===== src/rtl/clksel_sequencer_if.sv =====
// Signal bundle between the clock-select sequencer, the clock controller and the CPU-side decode.
// The sequencer takes the slave view; whatever drives it takes the master view.
interface clksel_sequencer_if;
  logic lsclk_in;
  logic hsclk_selected;
  logic lsclk_selected;
  logic hs_en;
  logic ls_req;
  logic hsclk_sel;
  logic cpu_rdy;
  logic on_ls;
  logic switch_err;

  modport slave (
    input  lsclk_in, hsclk_selected, lsclk_selected, hs_en, ls_req,
    output hsclk_sel, cpu_rdy, on_ls, switch_err
  );

  modport master (
    output lsclk_in, hsclk_selected, lsclk_selected, hs_en, ls_req,
    input  hsclk_sel, cpu_rdy, on_ls, switch_err
  );
endinterface


===== src/rtl/clksel_sequencer.sv =====
// Requesting side of the CPU fast/slow clock-switch handshake: drives hsclk_sel, stalls the CPU
// while a switch is in flight, holds the slow clock after host accesses and latches switch timeouts.
module clksel_sequencer #(
  parameter int unsigned HOLDOFF_CYCLES = 4,
  parameter int unsigned TIMEOUT_CYCLES = 255,
  parameter int unsigned SYNC_STAGES    = 2
) (
  input  logic               hsclk_in,
  input  logic               rst_b,
  clksel_sequencer_if.slave  bus
);

  typedef enum logic [2:0] {
    ST_HS,
    ST_TO_LS,
    ST_LS,
    ST_TO_HS,
    ST_LOCK
  } state_e;

  localparam logic [3:0] HOLDOFF_LOAD = 4'(HOLDOFF_CYCLES);
  localparam logic [7:0] TIMEOUT_LAST = 8'(TIMEOUT_CYCLES - 1);

  logic [SYNC_STAGES-1:0] ls_sync_q;
  logic [SYNC_STAGES-1:0] hs_ack_sync_q;
  logic [SYNC_STAGES-1:0] ls_ack_sync_q;
  logic                   ls_prev_q;
  logic                   ls_s;
  logic                   hs_ack;
  logic                   ls_ack;
  logic                   ls_pulse;

  state_e     state_q, state_d;
  logic [3:0] hold_q, hold_d;
  logic [7:0] to_cnt_q, to_cnt_d;
  logic       timeout;
  logic       hsclk_sel_q, hsclk_sel_d;
  logic       cpu_rdy_q, cpu_rdy_d;
  logic       on_ls_q, on_ls_d;
  logic       switch_err_q, switch_err_d;

  assign ls_s     = ls_sync_q[SYNC_STAGES-1];
  assign hs_ack   = hs_ack_sync_q[SYNC_STAGES-1];
  assign ls_ack   = ls_ack_sync_q[SYNC_STAGES-1];
  assign ls_pulse = ls_s & ~ls_prev_q;
  assign timeout  = (to_cnt_q == TIMEOUT_LAST);

  // NOTE: sequential state uses non-blocking assignments so every flop samples pre-edge values.
  always_ff @(posedge hsclk_in or negedge rst_b) begin
    if (!rst_b) begin
      ls_sync_q     <= '0;
      hs_ack_sync_q <= '0;
      ls_ack_sync_q <= '0;
      ls_prev_q     <= 1'b0;
    end else begin
      ls_sync_q     <= {ls_sync_q[SYNC_STAGES-2:0], bus.lsclk_in};
      hs_ack_sync_q <= {hs_ack_sync_q[SYNC_STAGES-2:0], bus.hsclk_selected};
      ls_ack_sync_q <= {ls_ack_sync_q[SYNC_STAGES-2:0], bus.lsclk_selected};
      ls_prev_q     <= ls_s;
    end
  end

  // NOTE: every signal written here gets a default first, so no path can infer a latch.
  always_comb begin
    state_d  = state_q;
    hold_d   = hold_q;
    to_cnt_d = to_cnt_q;

    case (state_q)
      ST_HS: begin
        if (bus.ls_req || !bus.hs_en) state_d = ST_TO_LS;
      end
      ST_TO_LS: begin
        to_cnt_d = to_cnt_q + 8'd1;
        if (ls_ack && !hs_ack) begin
          state_d = ST_LS;
          hold_d  = HOLDOFF_LOAD;
        end else if (timeout) begin
          state_d = ST_LOCK;
        end
      end
      ST_LS: begin
        if (bus.ls_req) begin
          hold_d = HOLDOFF_LOAD;
        end else if (ls_pulse && hold_q != 4'd0) begin
          hold_d = hold_q - 4'd1;
        end
        if (hold_q == 4'd0 && !bus.ls_req && bus.hs_en) state_d = ST_TO_HS;
      end
      ST_TO_HS: begin
        to_cnt_d = to_cnt_q + 8'd1;
        if (hs_ack && !ls_ack) begin
          state_d = ST_HS;
        end else if (timeout) begin
          state_d = ST_LOCK;
        end
      end
      ST_LOCK: begin
        state_d = ST_LOCK;
      end
      default: begin
        state_d = ST_LOCK;
      end
    endcase

    // The timeout count restarts whenever a new switch begins.
    if ((state_d == ST_TO_LS || state_d == ST_TO_HS) && state_d != state_q) to_cnt_d = 8'd0;

    hsclk_sel_d  = (state_d == ST_HS) || (state_d == ST_TO_HS);
    cpu_rdy_d    = (state_d == ST_HS) || (state_d == ST_LS) || (state_d == ST_LOCK);
    on_ls_d      = (state_d == ST_LS) || (state_d == ST_LOCK);
    switch_err_d = (state_d == ST_LOCK);
  end

  always_ff @(posedge hsclk_in or negedge rst_b) begin
    if (!rst_b) begin
      state_q      <= ST_LS;
      hold_q       <= HOLDOFF_LOAD;
      to_cnt_q     <= 8'd0;
      hsclk_sel_q  <= 1'b0;
      cpu_rdy_q    <= 1'b1;
      on_ls_q      <= 1'b1;
      switch_err_q <= 1'b0;
    end else begin
      state_q      <= state_d;
      hold_q       <= hold_d;
      to_cnt_q     <= to_cnt_d;
      hsclk_sel_q  <= hsclk_sel_d;
      cpu_rdy_q    <= cpu_rdy_d;
      on_ls_q      <= on_ls_d;
      switch_err_q <= switch_err_d;
    end
  end

  assign bus.hsclk_sel  = hsclk_sel_q;
  assign bus.cpu_rdy    = cpu_rdy_q;
  assign bus.on_ls      = on_ls_q;
  assign bus.switch_err = switch_err_q;

endmodule


===== src/flat_wrapper.sv =====
// flat-port wrapper written by rule: the top's interface ports become plain ports
module clksel_sequencer_flat 
#(
  parameter int unsigned HOLDOFF_CYCLES = 4,
  parameter int unsigned TIMEOUT_CYCLES = 255,
  parameter int unsigned SYNC_STAGES    = 2
)
  (hsclk_in, rst_b, bus_lsclk_in, bus_hsclk_selected, bus_lsclk_selected, bus_hs_en, bus_ls_req, bus_hsclk_sel, bus_cpu_rdy, bus_on_ls, bus_switch_err);
  clksel_sequencer_if bus_i ();
  input  logic hsclk_in;
  input  logic rst_b;
  input wire logic [$bits(bus_i.lsclk_in)-1:0] bus_lsclk_in;
  input wire logic [$bits(bus_i.hsclk_selected)-1:0] bus_hsclk_selected;
  input wire logic [$bits(bus_i.lsclk_selected)-1:0] bus_lsclk_selected;
  input wire logic [$bits(bus_i.hs_en)-1:0] bus_hs_en;
  input wire logic [$bits(bus_i.ls_req)-1:0] bus_ls_req;
  output wire logic [$bits(bus_i.hsclk_sel)-1:0] bus_hsclk_sel;
  output wire logic [$bits(bus_i.cpu_rdy)-1:0] bus_cpu_rdy;
  output wire logic [$bits(bus_i.on_ls)-1:0] bus_on_ls;
  output wire logic [$bits(bus_i.switch_err)-1:0] bus_switch_err;
  assign bus_i.lsclk_in = bus_lsclk_in;
  assign bus_i.hsclk_selected = bus_hsclk_selected;
  assign bus_i.lsclk_selected = bus_lsclk_selected;
  assign bus_i.hs_en = bus_hs_en;
  assign bus_i.ls_req = bus_ls_req;
  assign bus_hsclk_sel = bus_i.hsclk_sel;
  assign bus_cpu_rdy = bus_i.cpu_rdy;
  assign bus_on_ls = bus_i.on_ls;
  assign bus_switch_err = bus_i.switch_err;
  clksel_sequencer #(.HOLDOFF_CYCLES(HOLDOFF_CYCLES), .TIMEOUT_CYCLES(TIMEOUT_CYCLES), .SYNC_STAGES(SYNC_STAGES)) u_core (.hsclk_in(hsclk_in), .rst_b(rst_b), .bus(bus_i));
endmodule

===== config.mk =====
export PLATFORM = sky130hd
export DESIGN_NAME = clksel_sequencer_flat
export DESIGN_NICKNAME = d
export VERILOG_FILES = /design/src/rtl/clksel_sequencer_if.sv /design/src/rtl/clksel_sequencer.sv /design/src/flat_wrapper.sv
export SDC_FILE = /design/constraint.sdc
export NUM_CORES = 1
export LEC_CHECK = 0
export CORE_UTILIZATION = 35
export CTS_CLUSTER_SIZE = 30
export DETAILED_ROUTE_END_ITERATION = 10
export GPL_TIMING_DRIVEN = 1
export PLACE_DENSITY_LB_ADDON = 0.25
export SLEW_MARGIN = 20
export SYNTH_ARGS = -nofsm -noshare
export SYNTH_HDL_FRONTEND = slang
export SYNTH_SLANG_ARGS = --single-unit

===== constraint.sdc =====
create_clock -name hsclk_in -period 2.8 [get_ports hsclk_in]
set_clock_uncertainty 0.15 [all_clocks]
set_input_delay 0.42 -clock hsclk_in [delete_from_list [all_inputs] [get_ports hsclk_in]]
set_output_delay 0.42 -clock hsclk_in [all_outputs]
set_load 0.01 [all_outputs]

==> results.py <==
metrics = {
    "placement": {
        "place_area_sq_um": 1360,
        "port_buffers": 10,
        "place_ws_ps": 678,
        "routabilityCongestion": 0.750,
        "dpl.hpwl_um": 1400,
    },
    "die": {
        "coreArea_sq_um": 3340,
        "initial_core_util_pct": 36.4,
        "dieHeight_um": 60.9,
        "io_pins": 11,
        "die_x_um": 60.9,
        "die_area_sq_um": 3710,
        "rows": 21,
    },
    "yosys": {
        "ys_types": 35,
        "synth_nets": 118,
        "synth.avg_cell_area_sq_um": 11.3,
        "yosys-top-cells-area": "dfrtp_1 (45%), dfstp_2 (8.7%), nor2_1 (4.6%), ha_1 (4.1%), xnor2_1 (3.6%)",
        "synth_seq_cells": 26,
        "yosys.area.top_type": "dfrtp_1",
        "syn-cell-area_sq_um": 1210,
        "synth_top_area_share_pct": 45.4,
        "synthesis.instances": 107,
        "yosysWarnings": 0,
        "seq_area_frac_synth_pct": 54.0,
    },
    "setup_path": {
        "cpMaxStageDelayCell": "dfrtp_1",
        "crit_arrival_ps": 2020,
        "critPathMaxStageDelay_ps": 420,
        "cpMostUsedCell": "o21a_1",
        "cp_cell_sequence": "inv_1 -> ha_1 -> nor3b_2 -> nand3_1 -> o21a_1 -> o21a_1 -> a311o_1",
        "worstPathRequired_ps": 2860,
        "cp-end-kind": "flop",
        "path_max_fanout": 4,
        "critPathKind": "flop to flop",
        "critPathTopFamily": "compound AO/OA/AOI/OAI gates",
        "crit_path_start_kind": "flop",
        "crit_buf_inv": 1,
    },
    "timing": {
        "hold_violations": 0,
        "setup_viol": 0,
        "timing.hold.ws_ps": 219,
        "slew-limit-headroom_pct": 63.4,
        "setup_tns_ps": 0,
        "fin_ws_ps": 840,
        "max_freq_mhz": 510,
        "rsz0062_at_grt": "no",
        "min_period_ps": 1960,
        "fin_crit_sh_pct": 70.0,
        "worstMarginPinSlew_ps": 546,
        "slew_violations": 0,
    },
    "hold_path": {
        "hp-class": "flop to flop",
    },
    "clock_network": {
        "cts_repair_resize_count": 0,
        "cts_max_level": 1,
        "root_buffer": "clkbuf_4",
        "cts_made_buffers": 3,
        "clk_pin_slew_worst_paths_ps": 130,
        "hold_buffers": 0,
        "clock_latency_ps": 310,
        "ctsLongestPathBuffers": 2,
        "cts_setup_buffers": 0,
        "cts_tree": "done",
        "clkSinkCount": 26,
    },
    "routing": {
        "drt_iter0_drc": 33,
        "wl_per_cell_um": 11.7,
        "drtPass1Iterations": 4,
        "wl_um": 1920,
        "ant_nets": 0,
        "viasPerCell": 4.71,
        "vias": 777,
        "drc": 0,
    },
    "power": {
        "leakage_nw": 0.582,
        "pwr-share-comb_pct": 34.2,
        "power_frac_clock_pct": 14.7,
        "power_frac_seq_pct": 51.1,
        "internal-power_mw": 0.710,
        "ir_drop_v": 0.000374,
        "switchingPower_mw": 0.379,
        "power_density_nw_per_um2": 789,
        "switching_share_pct": 34.8,
    },
    "final_layout": {
        "fill_cells": 330,
        "drive_above_1_share_pct": 14.3,
        "final_nets": 131,
        "antenna_cells": 0,
        "areaGrowthSynthToFinish_pct": 13.8,
        "seq_area_sq_um": 656,
        "final_cell_area_sq_um": 1380,
        "multi_input_area_sq_um": 512,
    },
    "global_routing": {
        "grt_start_max_net_pins": 27,
        "first_global_vias": 753,
        "grt_pass1_wl_um": 3430,
        "grtUsageTotal_pct": 12.7,
        "antenna_found_initial": 0,
        "grt_overflow": 0,
    },
    "outcome": {
        "status": "complete, no violations",
    },
    "run": {
        "maxCapViolCount": 0,
    },
}
[logic make-up (layout without fill, tap and decap cells)]
logic type                 Yosys count  count (layout)  synth area share [%]
AOI/OAI and AO/OA                   11              11                  8.35
buffers and inverters                9              21                  3.81
DFF                                 26              26                  54.0
muxes                                1               1                 0.928
xor gates and xnor gates             9               9                  6.49
and+or+nand+nor                     47              47                  22.3
adders and majority gates            4               4                  4.12
[per-stage QoR]
| stage | instances | power [mW] | util, % |
|---|---|---|---|
| 2_1_floorplan | 107 | 0.829 | - |
| 3_3_place_gp | 161 | 0.925 | 40.6 |
| 3_5_place_dp | 161 | 0.938 | 40.6 |
| 4_1_cts | 165 | 1.11 | 41.4 |
| 5_1_grt | 165 | 1.18 | 41.4 |
| 6_report | 165 | 1.09 | 41.4 |
[cells in the mapped netlist]
library cell	number
nand3_1	3
nor2_1	15
dfstp_2	4
xor2_1	4
nand3b_1	1
mux2_2	1
o2111ai_4	1
a311o_1	1
xnor2_1	5
or3b_1	2
and3_1	2
nor3_1	3
nand2_1	5
clkbuf_2	1
buf_6	1
ha_1	4
o21ai_1	1
nor3b_2	1
inv_1	5
a211oi_1	1
nor2_2	1
nand2b_1	4
nor2b_1	3
and2b_1	1
buf_4	1
o22ai_1	2
nor4_2	1
o21a_1	2
a31o_2	2
nor3_2	1
and4bb_4	1
clkinv_1	1
a21o_1	1
dfrtp_1	22
nand4_1	3
[worst paths after layout]
check	slack, ps	depth (start not counted)	from	to
hold reg to reg	220	0	u_core.ls_ack_sync_q[0]$_DFF_PN0_	u_core.ls_ack_sync_q[1]$_DFF_PN0_
hold / removal	220	0	u_core.ls_ack_sync_q[0]$_DFF_PN0_	u_core.ls_ack_sync_q[1]$_DFF_PN0_
setup / recovery	840	7	u_core.hold_q[0]$_DFFE_PN0P_	u_core.bus.hsclk_sel$_DFF_PN0_
max in group asynchronous	1890	2	rst_b	u_core.bus.on_ls$_DFF_PN1_
min in group asynchronous	300	2	rst_b	u_core.to_cnt_q[6]$_DFFE_PN0P_
setup reg to reg	840	7	u_core.hold_q[0]$_DFFE_PN0P_	u_core.bus.hsclk_sel$_DFF_PN0_
[power by group through the flow]
stage	logic (mW)	clock network (mW)	registers [mW]
global route	0.431	0.184	0.570
global placement	0.365	0	0.561
detailed placement	0.374	0	0.564
finish	0.373	0.160	0.556
floorplan	0.286	0	0.543
CTS	0.378	0.171	0.556
[layout make-up]
cell class	instances	share of cell area, %
multi-input combinational	72	37.0
inverter	6	1.63
sequential	26	47.5
clock buffer	4	1.90
timing repair buffer	11	7.79
tap	46	4.17
[registers in the layout, summed over array words and instances, names as in the netlist]
register	count
u_core.state_q	3
u_core.ls_ack_sync_q	2
u_core.bus.on_ls	1
u_core.bus.switch_err	1
u_core.hs_ack_sync_q	2
u_core.bus.cpu_rdy	1
u_core.to_cnt_q	8
u_core.bus.hsclk_sel	1
u_core.ls_sync_q	2
u_core.ls_prev_q	1
u_core.hold_q	4
[routing by layer]
layer  part of all wire [%]  global-route usage, %  up-vias  routed length [um]
met2                     47                   19.0        9                 911
met4                    1.2                   3.90        0                  24
met1                     49                   17.8      380                 944
met5                      0                      0        -                   0
li1                       -                      -      386                   -
met3                    2.2                   3.84        2                  43
[placed cells by master (no fill, tap or decap), drive strengths merged]
| cell | Yosys | routed |
|---|---|---|
| nand3 | 3 | 3 |
| xnor2 | 5 | 5 |
| dfstp | 4 | 4 |
| xor2 | 4 | 4 |
| nand2 | 5 | 5 |
| nor2 | 16 | 16 |
| o22ai | 2 | 2 |
| or3b | 2 | 2 |
| clkbuf | 1 | 4 |
| buf | 2 | 1 |
| a211oi | 1 | 1 |
| nor4 | 1 | 1 |
| o21a | 2 | 2 |
| nor3 | 4 | 4 |
| a311o | 1 | 1 |
| o21ai | 1 | 1 |
| a21o | 1 | 1 |
| and2b | 1 | 1 |
| nand3b | 1 | 1 |
| and3 | 2 | 2 |
| dfrtp | 22 | 22 |
| clkdlybuf4s50 | 0 | 10 |
| o2111ai | 1 | 1 |
| nand4 | 3 | 3 |
| mux2 | 1 | 1 |
| nor2b | 3 | 3 |
| and4bb | 1 | 1 |
| a31o | 2 | 2 |
| nand2b | 4 | 4 |
| inv | 5 | 5 |
| nor3b | 1 | 1 |
| ha | 4 | 4 |
| clkinv | 1 | 1 |
Note: power is estimated with default switching activity, not from simulation.
